**config.mk**
```make
export PLATFORM = sky130hd
export DESIGN_NAME = pipe_hazard_ctrl
export DESIGN_NICKNAME = d
export VERILOG_FILES = /design/src/rtl/pipe_hazard_ctrl.sv
export SDC_FILE = /design/constraint.sdc
export NUM_CORES = 1
export LEC_CHECK = 0
export ABC_AREA = 1
export BUFFER_PORTS_ARGS = -buffer_cell sky130_fd_sc_hd__buf_4
export CAP_MARGIN = 10
export CORE_MARGIN = 5
export CORE_UTILIZATION = 40
export CTS_BUF_LIST = sky130_fd_sc_hd__clkbuf_4
export CTS_CLUSTER_DIAMETER = 60
export CTS_CLUSTER_SIZE = 10
export DETAILED_ROUTE_END_ITERATION = 12
export PLACE_DENSITY = 0.8
export SYNTH_ARGS = -nofsm -noshare
export SYNTH_HDL_FRONTEND = slang
export SYNTH_SLANG_ARGS = --single-unit
```
**constraint.sdc**
```tcl
create_clock -name i_clk -period 1.6 [get_ports i_clk]
set_input_delay 0.08 -clock i_clk [delete_from_list [all_inputs] [get_ports i_clk]]
set_output_delay 0.08 -clock i_clk [all_outputs]
set_load 0.05 [all_outputs]
```
**src/rtl/pipe_hazard_ctrl.sv**
```systemverilog
// Purpose  : stall/flush controller for an N-stage in-order pipeline (stall/bubble decode, flush sequencer, stall watchdog).
// Latency  : stall/bubble/flush decode is combinational (0 cycles); flush lasts FLUSH_CYCLES cycles incl. the request cycle.
// Backpress: i_rdy=0 freezes every stage (all stalls set, no bubbles/flushes); FSM, watchdog and counters hold.
//
// Ports:
//   i_clk, i_rst       clock (rising edge), synchronous active-high reset
//   i_rdy              global ready; 0 freezes the pipeline
//   i_stall_req        per-stage stall requests (0 = fetch, NUM_STAGES-1 = writeback)
//   i_flush_req        single-cycle flush pulse; i_flush_stage=f flushes stages 0..f-1
//   o_stall_out        stage holds its register
//   o_bubble_out       stage loads a NOP
//   o_flush_out        stage invalidates its contents
//   o_flush_busy       flush sequence in progress (FLUSH state)
//   o_stall_timeout    sticky watchdog flag, cleared only by reset
//   o_stall_cycles     stalled-cycle counter (perf)
//   o_flush_count      accepted flush counter (perf)
// Configuration: define PIPE_PERF_CNT_EN to build the perf counters; otherwise they read 0.

module pipe_hazard_ctrl #(
  parameter int NUM_STAGES   = 5,
  parameter int STAGE_W      = 3,
  parameter int FLUSH_CYCLES = 2,
  parameter int MAX_STALL    = 64,
  parameter int CNT_W        = 32
) (
  input  logic                  i_clk,
  input  logic                  i_rst,
  input  logic                  i_rdy,
  input  logic [NUM_STAGES-1:0] i_stall_req,
  input  logic                  i_flush_req,
  input  logic [STAGE_W-1:0]    i_flush_stage,
  output logic [NUM_STAGES-1:0] o_stall_out,
  output logic [NUM_STAGES-1:0] o_bubble_out,
  output logic [NUM_STAGES-1:0] o_flush_out,
  output logic                  o_flush_busy,
  output logic                  o_stall_timeout,
  output logic [CNT_W-1:0]      o_stall_cycles,
  output logic [CNT_W-1:0]      o_flush_count
);

  localparam int FC_W = (FLUSH_CYCLES > 1) ? $clog2(FLUSH_CYCLES) : 1;
  localparam int SC_W = $clog2(MAX_STALL + 1);
  localparam logic [FC_W-1:0] FC_RELOAD = FC_W'(FLUSH_CYCLES - 1);
  localparam logic [SC_W-1:0] SC_MAX    = SC_W'(MAX_STALL);

  typedef enum logic {
    S_IDLE  = 1'b0,
    S_FLUSH = 1'b1
  } state_t;

  // Flush FSM state
  state_t                r_state;
  logic [FC_W-1:0]       r_cnt;
  logic [NUM_STAGES-1:0] r_mask;
  state_t                w_state_nxt;
  logic [FC_W-1:0]       w_cnt_nxt;
  logic [NUM_STAGES-1:0] w_mask_nxt;

  // Watchdog state
  logic [SC_W-1:0]       r_sc;
  logic                  r_timeout;

  // Decode wires
  logic [NUM_STAGES-1:0] w_stall_raw;
  logic [NUM_STAGES-1:0] w_bubble_raw;
  logic [NUM_STAGES-1:0] w_req_bits;
  logic                  w_fl_valid;
  logic                  w_fl_accept;
  logic [NUM_STAGES-1:0] w_flush;
  logic                  w_busy;
  logic [NUM_STAGES-1:0] w_stall_out;
  logic [NUM_STAGES-1:0] w_bubble_out;

  // Stall decode: stage i stalls when any stage at or beyond i requests a
  // stall (all i <= k, k = highest requester). The bubble goes into the
  // stage just past k, i.e. where the stall region ends.
  always_comb begin
    logic acc;
    acc          = 1'b0;
    w_stall_raw  = '0;
    w_bubble_raw = '0;
    for (int i = NUM_STAGES - 1; i >= 0; i--) begin
      acc            = acc | i_stall_req[i];
      w_stall_raw[i] = acc;
    end
    for (int i = 1; i < NUM_STAGES; i++) begin
      w_bubble_raw[i] = w_stall_raw[i-1] & ~w_stall_raw[i];
    end
  end

  // Flush request decode: f selects stages 0..f-1; f=0 or f>=NUM_STAGES is
  // not a legal request and is dropped entirely (not counted either).
  always_comb begin
    w_req_bits = '0;
    for (int i = 0; i < NUM_STAGES; i++) begin
      w_req_bits[i] = (i < int'(i_flush_stage));
    end
  end

  assign w_fl_valid  = i_flush_req && (i_flush_stage != '0) &&
                       (int'(i_flush_stage) < NUM_STAGES);
  assign w_fl_accept = w_fl_valid && i_rdy && !i_rst;

  // Flush FSM next state and flush mask output
  always_comb begin
    w_state_nxt = r_state;
    w_cnt_nxt   = r_cnt;
    w_mask_nxt  = r_mask;
    w_flush     = '0;
    w_busy      = 1'b0;
    case (r_state)
      S_IDLE: begin
        if (w_fl_accept) begin
          // The request cycle itself is the first flush cycle.
          w_flush = w_req_bits;
          if (FLUSH_CYCLES > 1) begin
            w_state_nxt = S_FLUSH;
            w_cnt_nxt   = FC_RELOAD;
            w_mask_nxt  = w_req_bits;
          end
        end
      end
      S_FLUSH: begin
        w_busy = 1'b1;
        if (i_rdy) begin
          if (w_fl_accept) begin
            // A new request widens the mask and restarts the length count.
            w_flush    = r_mask | w_req_bits;
            w_mask_nxt = r_mask | w_req_bits;
            w_cnt_nxt  = FC_RELOAD;
          end else begin
            w_flush = r_mask;
            if (r_cnt == FC_W'(1)) begin
              w_state_nxt = S_IDLE;
              w_cnt_nxt   = '0;
              w_mask_nxt  = '0;
            end else begin
              w_cnt_nxt = r_cnt - 1'b1;
            end
          end
        end
      end
      default: begin
        w_state_nxt = S_IDLE;
        w_cnt_nxt   = '0;
        w_mask_nxt  = '0;
      end
    endcase
  end

  always_ff @(posedge i_clk) begin
    if (i_rst) begin
      r_state <= S_IDLE;
      r_cnt   <= '0;
      r_mask  <= '0;
    end else begin
      r_state <= w_state_nxt;
      r_cnt   <= w_cnt_nxt;
      r_mask  <= w_mask_nxt;
    end
  end

  // Watchdog: consecutive ready cycles with any stall request. The flag is
  // set on the edge where the count reaches MAX_STALL and is sticky.
  always_ff @(posedge i_clk) begin
    if (i_rst) begin
      r_sc      <= '0;
      r_timeout <= 1'b0;
    end else if (i_rdy) begin
      if (|i_stall_req) begin
        if (r_sc != SC_MAX) begin
          r_sc <= r_sc + 1'b1;
        end
        if (r_sc >= SC_MAX - 1'b1) begin
          r_timeout <= 1'b1;
        end
      end else begin
        r_sc <= '0;
      end
    end
  end

  // Output combine: flush wins over stall/bubble on the same stage; a
  // frozen pipeline holds every stage and suppresses bubbles and flushes.
  always_comb begin
    w_stall_out  = '0;
    w_bubble_out = '0;
    if (i_rst) begin
      w_stall_out  = '0;
      w_bubble_out = '0;
    end else if (!i_rdy) begin
      w_stall_out  = '1;
      w_bubble_out = '0;
    end else begin
      w_stall_out  = w_stall_raw  & ~w_flush;
      w_bubble_out = w_bubble_raw & ~w_flush;
    end
  end

  assign o_stall_out     = w_stall_out;
  assign o_bubble_out    = w_bubble_out;
  assign o_flush_out     = (i_rst || !i_rdy) ? '0 : w_flush;
  assign o_flush_busy    = !i_rst && w_busy;
  assign o_stall_timeout = !i_rst && r_timeout;

`ifdef PIPE_PERF_CNT_EN
  logic [CNT_W-1:0] r_stall_cycles;
  logic [CNT_W-1:0] r_flush_count;

  // Saturating perf counters; only ready cycles count as stalled cycles.
  always_ff @(posedge i_clk) begin
    if (i_rst) begin
      r_stall_cycles <= '0;
      r_flush_count  <= '0;
    end else begin
      if (i_rdy && (|w_stall_out) && (r_stall_cycles != {CNT_W{1'b1}})) begin
        r_stall_cycles <= r_stall_cycles + 1'b1;
      end
      if (w_fl_accept && (r_flush_count != {CNT_W{1'b1}})) begin
        r_flush_count <= r_flush_count + 1'b1;
      end
    end
  end

  assign o_stall_cycles = i_rst ? '0 : r_stall_cycles;
  assign o_flush_count  = i_rst ? '0 : r_flush_count;
`else
  assign o_stall_cycles = '0;
  assign o_flush_count  = '0;
`endif

endmodule

```
Word-level counts from Yosys, hierarchy flattened --
Cells that the tools add are included.
Word-level totals: input port bits 12, flip-flop bits (word level) 15
Operators by class: mux-type cells 27, magnitude comparators 7, eq/ne operators 5, reductions and logical operators 15, bitwise gates (word level) 17, add/sub/neg operators 2
Operators by type and width (count):
- two-way mux 5 bit | 12
- one-hot mux 5 bit (2 select lines) | 2
- two-way mux 7 bit | 2
- bitwise AND 5 bit | 2
- two-way mux 1 bit | 9
- adder 7 x 1 -> 7 bit (second input constant) | 1
- greater-or-equal comparator 7 x 6 -> 1 bit (second input constant) | 1
- inequality test 7 bit (second input constant) | 1
- logical AND 1 bit | 6
- < comparator 1 x 3 -> 1 bit (first input constant) | 2
- < comparator 2 x 3 -> 1 bit (first input constant) | 2
- AND reduction 3 bit | 2
- NOT 1 bit | 5
- NOT 5 bit | 1
- OR 5 bit | 1
- OR reduction 5 bit | 1
- bitwise AND 1 bit | 4
- inequality test 2 bit (second input constant) | 2
- OR 1 bit | 4
- one-hot mux 1 bit (2 select lines) | 2
- AND reduction 2 bit | 2
- < comparator 3 bit (first input constant) | 1
- < comparator 3 bit (second input constant) | 1
- inequality test 3 x 1 -> 1 bit (second input constant) | 1
- other kinds (5) | 6

Depth between registers and ports, before layout --
Gate-level depths: netlist of the first run.
depth after elaboration 12, depth in mapped cells 10, mapped depth without buffers 9

Least setup slack after synthesis of the first run --
No wires, ideal clock.
kind register to output, start point register r_state, end point output o_bubble_out[4], required time 1520 ps, arrival 2118 ps, path slack -598 ps, cell stages (with the launch flop) 7, path buffers 1, path through dfxtp_1 -> buf_2 -> nand2_1 -> inv_1 -> nand2_1 -> inv_1 -> nor4_1
On the way: cells in the longest elaborated chain, start to end 6
RTL lines:
- start, declared | RTL line 52 | state_t r_state;
- start signal, assigned | RTL line 157 | r_state <= w_state_nxt;
- NOT 1 bit
- one-hot mux 5 bit (2 select lines) (*) | RTL line 111 | case (r_state)
- NOT 5 bit (*) | RTL line 196 | w_bubble_out = w_bubble_raw & ~w_flush;
- bitwise AND 5 bit (*) | RTL line 196
- two-way mux 5 bit (*) | RTL line 191 | end else if (!i_rdy) begin
- two-way mux 5 bit (*) | RTL line 188 | if (i_rst) begin
- end, declared | RTL line 33 | output logic [NUM_STAGES-1:0] o_bubble_out,
Every way passes the cells marked *; elsewhere a longest branch is shown, timed or not.

Worst setup path after layout of the first run --
start point register r_state, end point output o_stall_out[1]
On the way: cells in the longest elaborated chain, start to end 6
RTL lines:
- NOT 1 bit
- one-hot mux 5 bit (2 select lines) (*) | RTL line 111
- NOT 5 bit (*) | RTL line 195 | w_stall_out = w_stall_raw & ~w_flush;
- bitwise AND 5 bit (*) | RTL line 195
- two-way mux 5 bit (*) | RTL line 191
- two-way mux 5 bit (*) | RTL line 188
- end, declared | RTL line 32 | output logic [NUM_STAGES-1:0] o_stall_out,
Marks and branches as above.

==> results by group, run 1 <==
Timing
  – Hold Vio Cnt, Final: 0
  – Slew Viols, Final: 0
  – Hold slack: between 0.09 and 0.1 ns
  – Final worst path period share: 93.9%
  – Min cycle time layout: 1.50 ns
  – Final setup fails: 0
  – Total negative slack: 0 ns
  – Worst clock skew: 0.00161 ns
  – Final worst slack: roughly 0.097 ns
  – Max Freq: approximately 670 MHz

Synth
  – FFs w/ async S/R, synth: 0%
  – Yosys Warn Count: 0
  – Post-synthesis sequential area ratio: between 10% and 20%
  – Flops & latches, synth: 15
  – Most used flip-flop cell after synthesis: dfxtp_1
  – Syn Area/Cell: 6.43 sq um
  – Netlist Area Pre-Place: ~1600 sq um
  – Post-Synthesis Cells: 251
  – Distinct cells, synth: 31
  – Post-synth EDFFs: 0

Layout
  – ANT cells: 0
  – Sequential cell area: 304 sq um
  – Layout Nets: 294
  – Syn-to-layout area delta: 4.96%
  – Footprint of the multi-input gates: 962 sq um
  – Proportion of layout cells with a drive suffix above 1: around a fifth
  – Layout fillers: 429
  – Fin util: 43.0%

Worst setup path
  – R2R cell count: 8
  – Worst path cell trace: nand2_2 -> inv_1 -> nand2_1 -> nand2_1 -> nand2_2 -> nand2_1 -> a21oi_2 -> buf_6
  – Endpoint class of the critical path: primary output
  – R2R Setup Slk: 0.24 ns
  – Critical Path Source Type: flop
  – Reg2reg end: r_sc[3]
  – CP Data Required Time: around 1.5 ns
  – CP Data Arrival Time: ~1.4 ns
  – Slowest-stage cell, CP: dfxtp_4
  – Reg-to-reg startpoint: r_sc[0]
  – Most used cell, CP: nand2_1
  – Critical Path Max Stage Delay: 0.37 ns
  – CP Max Fanout: 5
  – CP Class: reg2out

Route
  – DRT antenna net count: 0
  – Drt drc: 0
  – Final WL: 3.43 mm
  – WL/cell: 10.4 um
  – Vias per cell: 4.19
  – Drt initial violations: 128
  – Routed vias: roughly 1400
  – Drt first pass iters: 4

Power
  – Comb pwr share: between 40 and 50%
  – Internal power: 0.000572 W
  – PwrDens: 702 nW/um^2
  – P_leak: 0.907 nW
  – Clk pwr share: between 20 and 25%
  – VDD IR max: 0.270 mV
  – Total design power: 0.00119 W
  – Switching power: 0.000616 W
  – Switching Fraction: slightly above 50%
  – Sequential Power Share: around a third

Global routing
  – Grt ovf: 0
  – Largest net degree at the start of global routing: 19
  – Initial antenna violation count: 0
  – First-pass GRT wire length: ~5.0 mm
  – Total GRT Usage: 11.5%
  – Vias in the first global route: 1189

Floorplan
  – # IOs: 93
  – Die X: around 74 um
  – Die ar.: ~5400 sq um
  – Initial Utilization: 40.9%
  – Die height: 73.5 um
  – Core area: 3940 sq um
  – Placement Rows: 23

CTS
  – Clock transition at path regs: 0.09 ns
  – CTS Root Cell: clkbuf_4
  – Cts bufs inserted: 3
  – H-tree levels: 1
  – Post-CTS Setup Bufs: 0
  – Clock Latency Late Sink: between 0.2 and 0.3 ns
  – CTS tree: yes
  – Sinks on the clock net: 15
  – Max Root-Sink Buffers: 2

Min path
  – Worst Hold Launch: i_rst
  – Min-Delay Path Depth: 4
  – Hold Path Sink: r_mask[1]
  – Worst hold path class: in2reg

Placement
  – Placer Congestion: 0.926
  – Port bufs: 27
  – HPWL after DPL: 2.85 mm
  – Place WS: 0.218 ns

Run status
  – Status: completed

Run
  – Max cap viols: 0
[sequential cells by signal, indices dropped and copies added (netlist names)]
register,count
r_mask,5
r_timeout,1
r_cnt,1
r_state,1
r_sc,7
[worst max-delay path: cells and delay by family, from the launching register on]
family	cells	cell delay, ns
compound gates	1	0.13
flops	1	0.37
simple gates	5	0.41
buf+inv	2	0.23
[cell usage after synthesis (2+ instances only)]
| cell type | n | area share, % |
|---|---|---|
| buf_4 | 65 | 30 |
| nand2_1 | 53 | 12 |
| inv_1 | 27 | 6.3 |
| nor2_1 | 25 | 5.8 |
| a21oi_1 | 19 | 5.9 |
| dfxtp_1 | 15 | 19 |
| nand3_1 | 10 | 3.1 |
| o21ai_0 | 4 | 1.2 |
| nand4_1 | 3 | 1.2 |
| xor2_1 | 3 | 1.6 |
| buf_2 | 2 | 0.62 |
| ha_1 | 2 | 1.6 |
| nand2_4 | 2 | 1.4 |
| nand3b_1 | 2 | 0.93 |
| nor2_4 | 2 | 1.4 |
| o21ai_2 | 2 | 1.1 |
[how the worst max path moves through the flow]
stage                        from  cells past startpoint              end
final                     r_state                      8   o_stall_out[1]
after global placement    r_state                      8   o_stall_out[1]
after CTS                 r_state                      8   o_stall_out[1]
after floorplan           r_state                      6  o_bubble_out[4]
after detailed placement  r_state                      8   o_stall_out[1]
after global routing      r_state                      5   o_stall_out[3]
[through the flow]
stage	std cells	cell area [sq um]
6_report	329	1690
5_1_grt	329	1690
4_1_cts	329	1680
3_5_place_dp	325	1640
3_3_place_gp	325	1640
2_1_floorplan	315	1880
[cells in the final DEF, fill, tap and decap left out, types with 2 or more instances in the layout]
cell type / instances
nand2_4: 2
dfxtp_1: 14
nand3_1: 10
xor2_1: 3
nand2_1: 51
buf_4: 28
nand4_1: 3
conb_1: 65
nand2_2: 3
o21ai_2: 4
nor2_2: 2
inv_1: 26
o21ai_0: 2
nor2_4: 2
nand3b_1: 2
nor2_1: 24
a21oi_1: 18
ha_1: 2
inv_2: 2
clkbuf_4: 4
[final cells by class]
cell class	count	area share, %
well taps	50	3.69
clock buffers	4	1.77
repair buffers	29	13.1
multi-input cells	202	56.8
flip-flops and latches	15	17.9
inverters	29	6.72
[power by group through the flow]
stage                     sequential, W  clock [W]  combinational, W
after floorplan                0.000400          0          0.000604
after global placement         0.000402          0          0.000545
after detailed placement       0.000403          0          0.000546
after CTS                      0.000394   0.000247          0.000547
after global routing           0.000396   0.000267          0.000586
final                          0.000393   0.000239          0.000556
[logic make-up after synthesis]
logic type | synth area share (%)
simple gates | 29.7
flops | 18.6
buf+inv | 38.8
other cells | 0.232
fa+ha+maj | 1.55
xor+xnor | 1.63
compound gates | 9.46
[what timing repair did]
action | in CTS | in global routing
setup endpoints to repair | 2 | 2
hold buffers | 0 | 0
resized for setup | 2 | 8
[per-layer routing]
| metal | wire length, um | global-route usage (%) | up-vias |
|---|---|---|---|
| li1 | - | - | 703 |
| met1 | 1330 | 14.1 | 613 |
| met2 | 1710 | 20.0 | 59 |
| met3 | 371 | 2.74 | 4 |
| met4 | 25 | 2.82 | 0 |
| met5 | 0 | 0 | - |
Note: power is estimated with default switching activity, not from simulation.
==> inputs of run 2 (changes only) <==
--- a/config.mk
+++ b/config.mk
@@ -8,13 +8,14 @@
 export ABC_AREA = 1
 export BUFFER_PORTS_ARGS = -buffer_cell sky130_fd_sc_hd__buf_4
 export CAP_MARGIN = 10
-export CORE_MARGIN = 5
+export CORE_MARGIN = 2
 export CORE_UTILIZATION = 40
 export CTS_BUF_LIST = sky130_fd_sc_hd__clkbuf_4
 export CTS_CLUSTER_DIAMETER = 60
 export CTS_CLUSTER_SIZE = 10
 export DETAILED_ROUTE_END_ITERATION = 12
 export PLACE_DENSITY = 0.8
+export RECOVER_POWER = 25
 export SYNTH_ARGS = -nofsm -noshare
 export SYNTH_HDL_FRONTEND = slang
 export SYNTH_SLANG_ARGS = --single-unit
==> run 2 against run 1 <==
Net effect:
- hold slack better by 0.0094 ns
- first-iteration DRC count is 50% lower
- register-to-register slack better by 0.05 ns
- final cell count stayed put
- power is 2.2% lower
- sequential share of layout area is 0.11 points higher
- global-route usage is 2.1 points higher
- setup slack worse by 0.020 ns
- die area is 16% lower
- largest power group unchanged
- largest cell class unchanged
- non-clock buffer count stayed put
==> results by group, run 2 (synthesis results as in run 1) <==
Floorplan
  – # IOs: 93 (unchanged)
  – Initial Utilization: 40.9% (unchanged)
  – Die ar.: 4560 sq um (-16%)
  – Placement Rows: 23 (unchanged)
  – Die X: 67.5 um (-8.2%)
  – Core area: 3940 sq um (unchanged)
  – Die height: 67.5 um (-8.2%)

Layout
  – Proportion of layout cells with a drive suffix above 1: 20.4% (+0.36 points)
  – Top reg by flops: r_sc
  – Max reg flops: 7 (unchanged)
  – ANT cells: 0 (unchanged)
  – Layout Nets: 294 (unchanged)
  – Syn-to-layout area delta: 4.73%
  – Highest-count cells in the layout ignoring fill and taps: 65 x conb_1, 49 x nand2_1, 27 x buf_4
  – Commonest non-fill, non-tap cell in the layout: conb_1
  – Largest regs: r_sc: 7 flops, r_mask: 5 flops
  – Finished Cell Area: 1690 sq um (-0.22%)
  – Layout fillers: 430 (+0.23%)

CTS
  – Clock transition at path regs: 0.09 ns (about the same)
  – H-tree levels: 1 (unchanged)
  – # hold bufs at CTS: 0 (unchanged)
  – CTS Root Cell: clkbuf_4
  – Max Root-Sink Buffers: 2 (unchanged)
  – Clock Latency Late Sink: 0.28 ns (about the same)
  – CTS tree: yes
  – Cts bufs inserted: 3 (unchanged)
  – Sinks on the clock net: 15 (unchanged)

Worst setup path
  – R2R Setup Slk: 0.29 ns (+0.05 ns)
  – Critical Path Max Stage Delay: 0.37 ns (about the same)
  – R2R cell count: 8 (unchanged)
  – CP top delay family: flip-flops
  – Most used cell, CP: buf_4
  – Endpoint class of the critical path: primary output
  – Buf/Inv on CP: 2 (unchanged)
  – Worst path cell trace: buf_4 -> nor2_1 -> nand2_1 -> a21oi_1 -> buf_4
  – Critical Path Source Type: flop
  – Worst Setup SP: r_state
  – CP Max Fanout: 5 (unchanged)
  – CP Depth: 5 (-3)
  – Crit path to: o_flush_out[2]
  – Slowest-stage cell, CP: dfxtp_4
  – Reg-to-reg startpoint: r_sc[0]
  – CP Data Required Time: 1.52 ns (about the same)
  – CP Class: reg2out
  – CP Data Arrival Time: 1.44 ns (+0.02 ns)
  – Reg2reg end: r_sc[1]

Min path
  – Worst hold path class: in2reg
  – Worst Hold Launch: i_rst

Route
  – Drt drc: 0 (unchanged)
  – Drt initial violations: 64 (-50%)
  – Vias per cell: 4.17 (-0.58%)
  – Final WL: 3.10 mm (-9.8%)
  – Routed vias: 1371 (-0.58%)
  – WL/cell: 9.41 um (-9.8%)
  – Drt first pass iters: 4 (unchanged)
  – DRT antenna net count: 0 (unchanged)

Run status
  – Status: completed

Timing
  – Final setup fails: 0 (unchanged)
  – Final worst slack: 0.0776 ns (-0.0197 ns)
  – Worst slew pin tran: between 0.6 and 0.7 ns
  – Hold slack: 0.101 ns (+0.00938 ns)
  – Slew headroom: 60.2%
  – RSZ-0062 raised after global routing: false
  – Total negative slack: 0 ns (unchanged)
  – Worst clock skew: 0.00614 ns (+0.00453 ns)
  – Final worst path period share: 95.1% (+1.2 points)
  – Max Freq: 657 MHz (-1.3%)
  – Hold Vio Cnt, Final: 0 (unchanged)
  – Min cycle time layout: 1.52 ns (+0.0197 ns)
  – Slew Viols, Final: 0 (unchanged)

Power
  – Clk pwr share: 18.5% (-1.6 points)
  – Sequential Power Share: 33.9% (+0.8 points)
  – Switching power: 0.000611 W (-0.85%)
  – P_leak: 0.902 nW (-0.58%)
  – Switching Fraction: 52.6% (+0.73 points)
  – Comb pwr share: 47.6% (+0.8 points)
  – Total design power: 0.00116 W (-2.2%)
  – Internal power: 0.000551 W (-3.7%)
  – PwrDens: 688 nW/um^2 (-2.0%)
  – VDD IR max: 0.474 mV (+76%)

Global routing
  – Grt ovf: 0 (unchanged)
  – Largest net degree at the start of global routing: 19 (unchanged)
  – Initial antenna violation count: 0 (unchanged)
  – Total GRT Usage: 13.6% (+2.1 points)
  – First-pass GRT wire length: 4.77 mm (-3.9%)
  – Vias in the first global route: 1127 (-5.2%)

Run
  – Max cap viols: 0 (unchanged)

Placement
  – Placed inst area: 1640 sq um (unchanged)
  – Placer Congestion: 0.860 (-7.1%)
  – Place WS: 0.242 ns (+0.0239 ns)
  – Port bufs: 27 (unchanged)
  – HPWL after DPL: 2.50 mm (-12%)
run 2: routing by layer:
layer  vias to the layer above  GRT usage (%)  share of wire, %  routed length, um
li1                        709              -                 -                  -
met1                       605           16.6                40               1250
met2                        53           24.5                51               1580
met3                         4           1.83               7.2                224
met4                         0           3.83               1.2                 36
met5                         -              0                 0                  0
run 2: worst reg2reg max path, delay by kind of cell (launching register included):
kind / cells / cell delay [ns]
and+or+nand+nor: 5 / 0.55
DFF: 1 / 0.35
adders and majority gates: 1 / 0.14
AOI/OAI and AO/OA: 1 / 0.14
buffers and inverters: 1 / 0.08
run 2: worst min-delay path by stage:
stage          slack [ns]  depth (start not counted)               to
3_3_place_gp         0.41                          4        r_mask[2]
2_1_floorplan        0.26                          1  o_bubble_out[4]
4_1_cts               0.1                          4          r_state
6_report             0.10                          4          r_state
5_1_grt              0.11                          4        r_mask[1]
3_5_place_dp         0.41                          4        r_mask[2]
run 2: stage by stage:
stage / instances / utilization, %
CTS: 329 / 42.4
floorplan: 315 / -
global placement: 325 / 41.7
global route: 329 / 42.9
finish: 329 / 42.9
detailed placement: 325 / 41.7
run 2: what timing repair did:
item / in CTS / in global routing
setup buffers: 0 / 0
pin swaps: 0 / 2
resized for setup: 2 / 11
setup endpoints to repair: 2 / 2
run 2: power groups by stage:
stage / Sequential, W / Combinational, W / Clock (W)
after floorplan: 0.000400 / 0.000604 / 0
after global placement: 0.000402 / 0.000542 / 0
after detailed placement: 0.000403 / 0.000545 / 0
after CTS: 0.000394 / 0.000546 / 0.000228
after global routing: 0.000396 / 0.000589 / 0.000251
final: 0.000394 / 0.000553 / 0.000215
run 2: layout make-up:
type / instances / area (sq um) / share of cell area [%]
flip-flops and latches: 15 / 305 / 18.1
clock inverters: 1 / 5.00 / 0.296
clock buffers: 3 / 22.5 / 1.33
well taps: 50 / 62.6 / 3.70
inverters: 29 / 114 / 6.74
repair buffers: 29 / 218 / 12.9
multi-input cells: 202 / 963 / 57.0
==> inputs of run 3 (changes only) <==
--- a/config.mk
+++ b/config.mk
@@ -8,7 +8,6 @@
 export ABC_AREA = 1
 export BUFFER_PORTS_ARGS = -buffer_cell sky130_fd_sc_hd__buf_4
 export CAP_MARGIN = 10
-export CORE_MARGIN = 2
 export CORE_UTILIZATION = 40
 export CTS_BUF_LIST = sky130_fd_sc_hd__clkbuf_4
 export CTS_CLUSTER_DIAMETER = 60
==> run 3 against run 2 <==
Net effect:
- hold slack worse by 0.0051 ns
- via count is 1.8% higher
- setup slack improved by 0.011 ns
- final area decreased by 0.22%
- final cell count decreased by 0.61%
- largest cell class unchanged
- critical path depth grew 3
==> results by group, run 3 (synthesis results as in run 1) <==
Worst setup path
  – Worst Setup SP: r_state
  – CP Class: reg2out
  – Reg-to-reg startpoint: r_sc[0]
  – Critical Path Max Stage Delay: 0.37 ns (about the same)
  – Slowest-stage cell, CP: dfxtp_4
  – CP Max Fanout: 5 (unchanged)
  – Most used cell, CP: nand2_2
  – CP Data Arrival Time: 1.43 ns (about the same)
  – CP Data Required Time: 1.52 ns (about the same)
  – Worst path cell trace: nand2_2 -> inv_2 -> nand2_2 -> o21ai_2 -> nand2_2 -> nand2_1 -> a21oi_2 -> buf_6
  – Critical Path Source Type: flop
  – Endpoint class of the critical path: primary output

Global routing
  – Initial antenna violation count: 0 (unchanged)
  – Largest net degree at the start of global routing: 19 (unchanged)
  – First-pass GRT wire length: 4.62 mm (-3.0%)
  – Vias in the first global route: 1031 (-8.5%)
  – Total GRT Usage: 14.0% (+0.47 points)
  – Grt ovf: 0 (unchanged)

Layout
  – Highest-count cells in the layout ignoring fill and taps: 65 x conb_1, 49 x nand2_1, 27 x buf_4
  – Max reg flops: 7 (unchanged)
  – Layout Nets: 294 (unchanged)
  – Largest regs: r_sc: 7 flops, r_mask: 5 flops
  – ANT cells: 0 (unchanged)
  – Commonest non-fill, non-tap cell in the layout: conb_1
  – Proportion of layout cells with a drive suffix above 1: 20.4% (unchanged)
  – Finished Cell Area: 1690 sq um (-0.22%)
  – Syn-to-layout area delta: 4.50%
  – Fin util: 44.7% (+1.8 points)
  – Top reg by flops: r_sc

CTS
  – Post-CTS Setup Bufs: 0 (unchanged)
  – Clock Latency Late Sink: 0.29 ns (about the same)
  – Sinks on the clock net: 15 (unchanged)
  – Clock transition at path regs: 0.09 ns (about the same)
  – # hold bufs at CTS: 0 (unchanged)
  – H-tree levels: 1 (unchanged)
  – CTS Root Cell: clkbuf_4
  – CTS tree: yes
  – Cts bufs inserted: 3 (unchanged)
  – Max Root-Sink Buffers: 2 (unchanged)

Route
  – WL/cell: 9.55 um (+1.4%)
  – Routed vias: 1396 (+1.8%)
  – Vias per cell: 4.27 (+2.4%)
  – Drt drc: 0 (unchanged)
  – Final WL: 3.12 mm (+0.81%)
  – Drt initial violations: 64 (unchanged)
  – DRT antenna net count: 0 (unchanged)
  – Drt first pass iters: 5 (+1)

Floorplan
  – Core area: 3770 sq um (-4.3%)
  – Die ar.: 4290 sq um (-5.8%)
  – Die X: 65.5 um (-3.0%)
  – Die height: 65.5 um (-3.0%)
  – # IOs: 93 (unchanged)
  – Placement Rows: 22 (-4.3%)
  – Initial Utilization: 42.8% (+1.9 points)

Power
  – PwrDens: 696 nW/um^2 (+1.3%)
  – VDD IR max: 0.298 mV (-37%)
  – P_leak: 0.898 nW (-0.36%)

Placement
  – Placer Congestion: 0.854 (-0.74%)
  – Placed inst area: 1640 sq um (-0.15%)
  – HPWL after DPL: 2.48 mm (-0.76%)
  – Port bufs: 27 (unchanged)
  – Place WS: 0.238 ns (-0.00344 ns)

Timing
  – Slew headroom: 60.8% (+0.60 points)
  – Total negative slack: 0 ns (unchanged)
  – Max Freq: 662 MHz (+0.75%)
  – Min cycle time layout: 1.51 ns (-0.0113 ns)
  – Slew Viols, Final: 0 (unchanged)
  – Final worst slack: 0.0889 ns (+0.0113 ns)
  – Worst clock skew: 0.00329 ns (-0.00285 ns)
  – Final worst path period share: 94.4% (-0.71 points)
  – Final setup fails: 0 (unchanged)
  – Worst slew pin tran: 0.591 ns (-0.00899 ns)
  – Hold Vio Cnt, Final: 0 (unchanged)

Min path
  – Worst Hold Launch: i_rst
  – Worst hold path class: in2reg

Run
  – Max cap viols: 0 (unchanged)

Run status
  – Status: completed
[run 3: cell types whose count changed in the layout (fill, tap and decap cells not counted)]
cell     previous run  this run
dfxtp_2             1         0
dfxtp_1            13        14
inv_1              26        25
inv_2               2         3
[run 3: final cells by class]
| cell class | count | area [sq um] |
|---|---|---|
| Clock buffer | 3 | 22.5 |
| Clock inverter | 1 | 5.00 |
| Fill cell | 414 | 2080 |
| Inverter | 29 | 114 |
| Multi-Input combinational cell | 202 | 963 |
| Sequential cell | 15 | 304 |
| Tap cell | 48 | 60.1 |
| Timing Repair Buffer | 29 | 218 |
[run 3: layer usage]
metal,vias to the layer above,share of wire (%),GRT usage [%]
li1,708,-,-
met1,602,44,19.5
met2,81,45,21.9
met3,5,9.2,1.91
met4,0,1.2,4.89
met5,-,0,0
[run 3: timing repair]
| item | 4_1_cts | 5_1_grt |
|---|---|---|
| gates cloned | 0 | 0 |
| resized for setup | 4 | 9 |
| pin swaps | 0 | 2 |
| setup endpoints to repair | 2 | 2 |
[run 3: final timing paths]
| path | endpoint | slack (ns) | cells past startpoint |
|---|---|---|---|
| max | o_stall_out[1] | 0.09 | 8 |
| min reg2reg | r_mask[4] | 0.45 | 2 |
| min | r_state | 0.1 | 4 |
| max reg2reg | r_sc[1] | 0.21 | 8 |
[run 3: power breakdown]
group,total [W],leakage (nW),internal (W),switching [W]
registers,0.000393,0.122,0.000384,0.00000947
clock network,0.000223,0.0177,0.0000930,0.000130
logic,0.000558,0.758,0.0000757,0.000482
[run 3: per-stage QoR]
stage / hold WS (ns) / std cells / total power (W)
final: 0.0963 / 327 / 0.00117
after global routing: 0.102 / 327 / 0.00123
after CTS: 0.0882 / 327 / 0.00118
after detailed placement: 0.412 / 323 / 0.000951
after global placement: 0.408 / 323 / 0.000946
after floorplan: 0.265 / 315 / 0.00100
[run 3: worst max-delay path: cells and delay by family (launching register included)]
kind	cells	cell delay, ns
buf+inv	2	0.22
flops	1	0.37
simple gates	4	0.31
compound gates	2	0.23
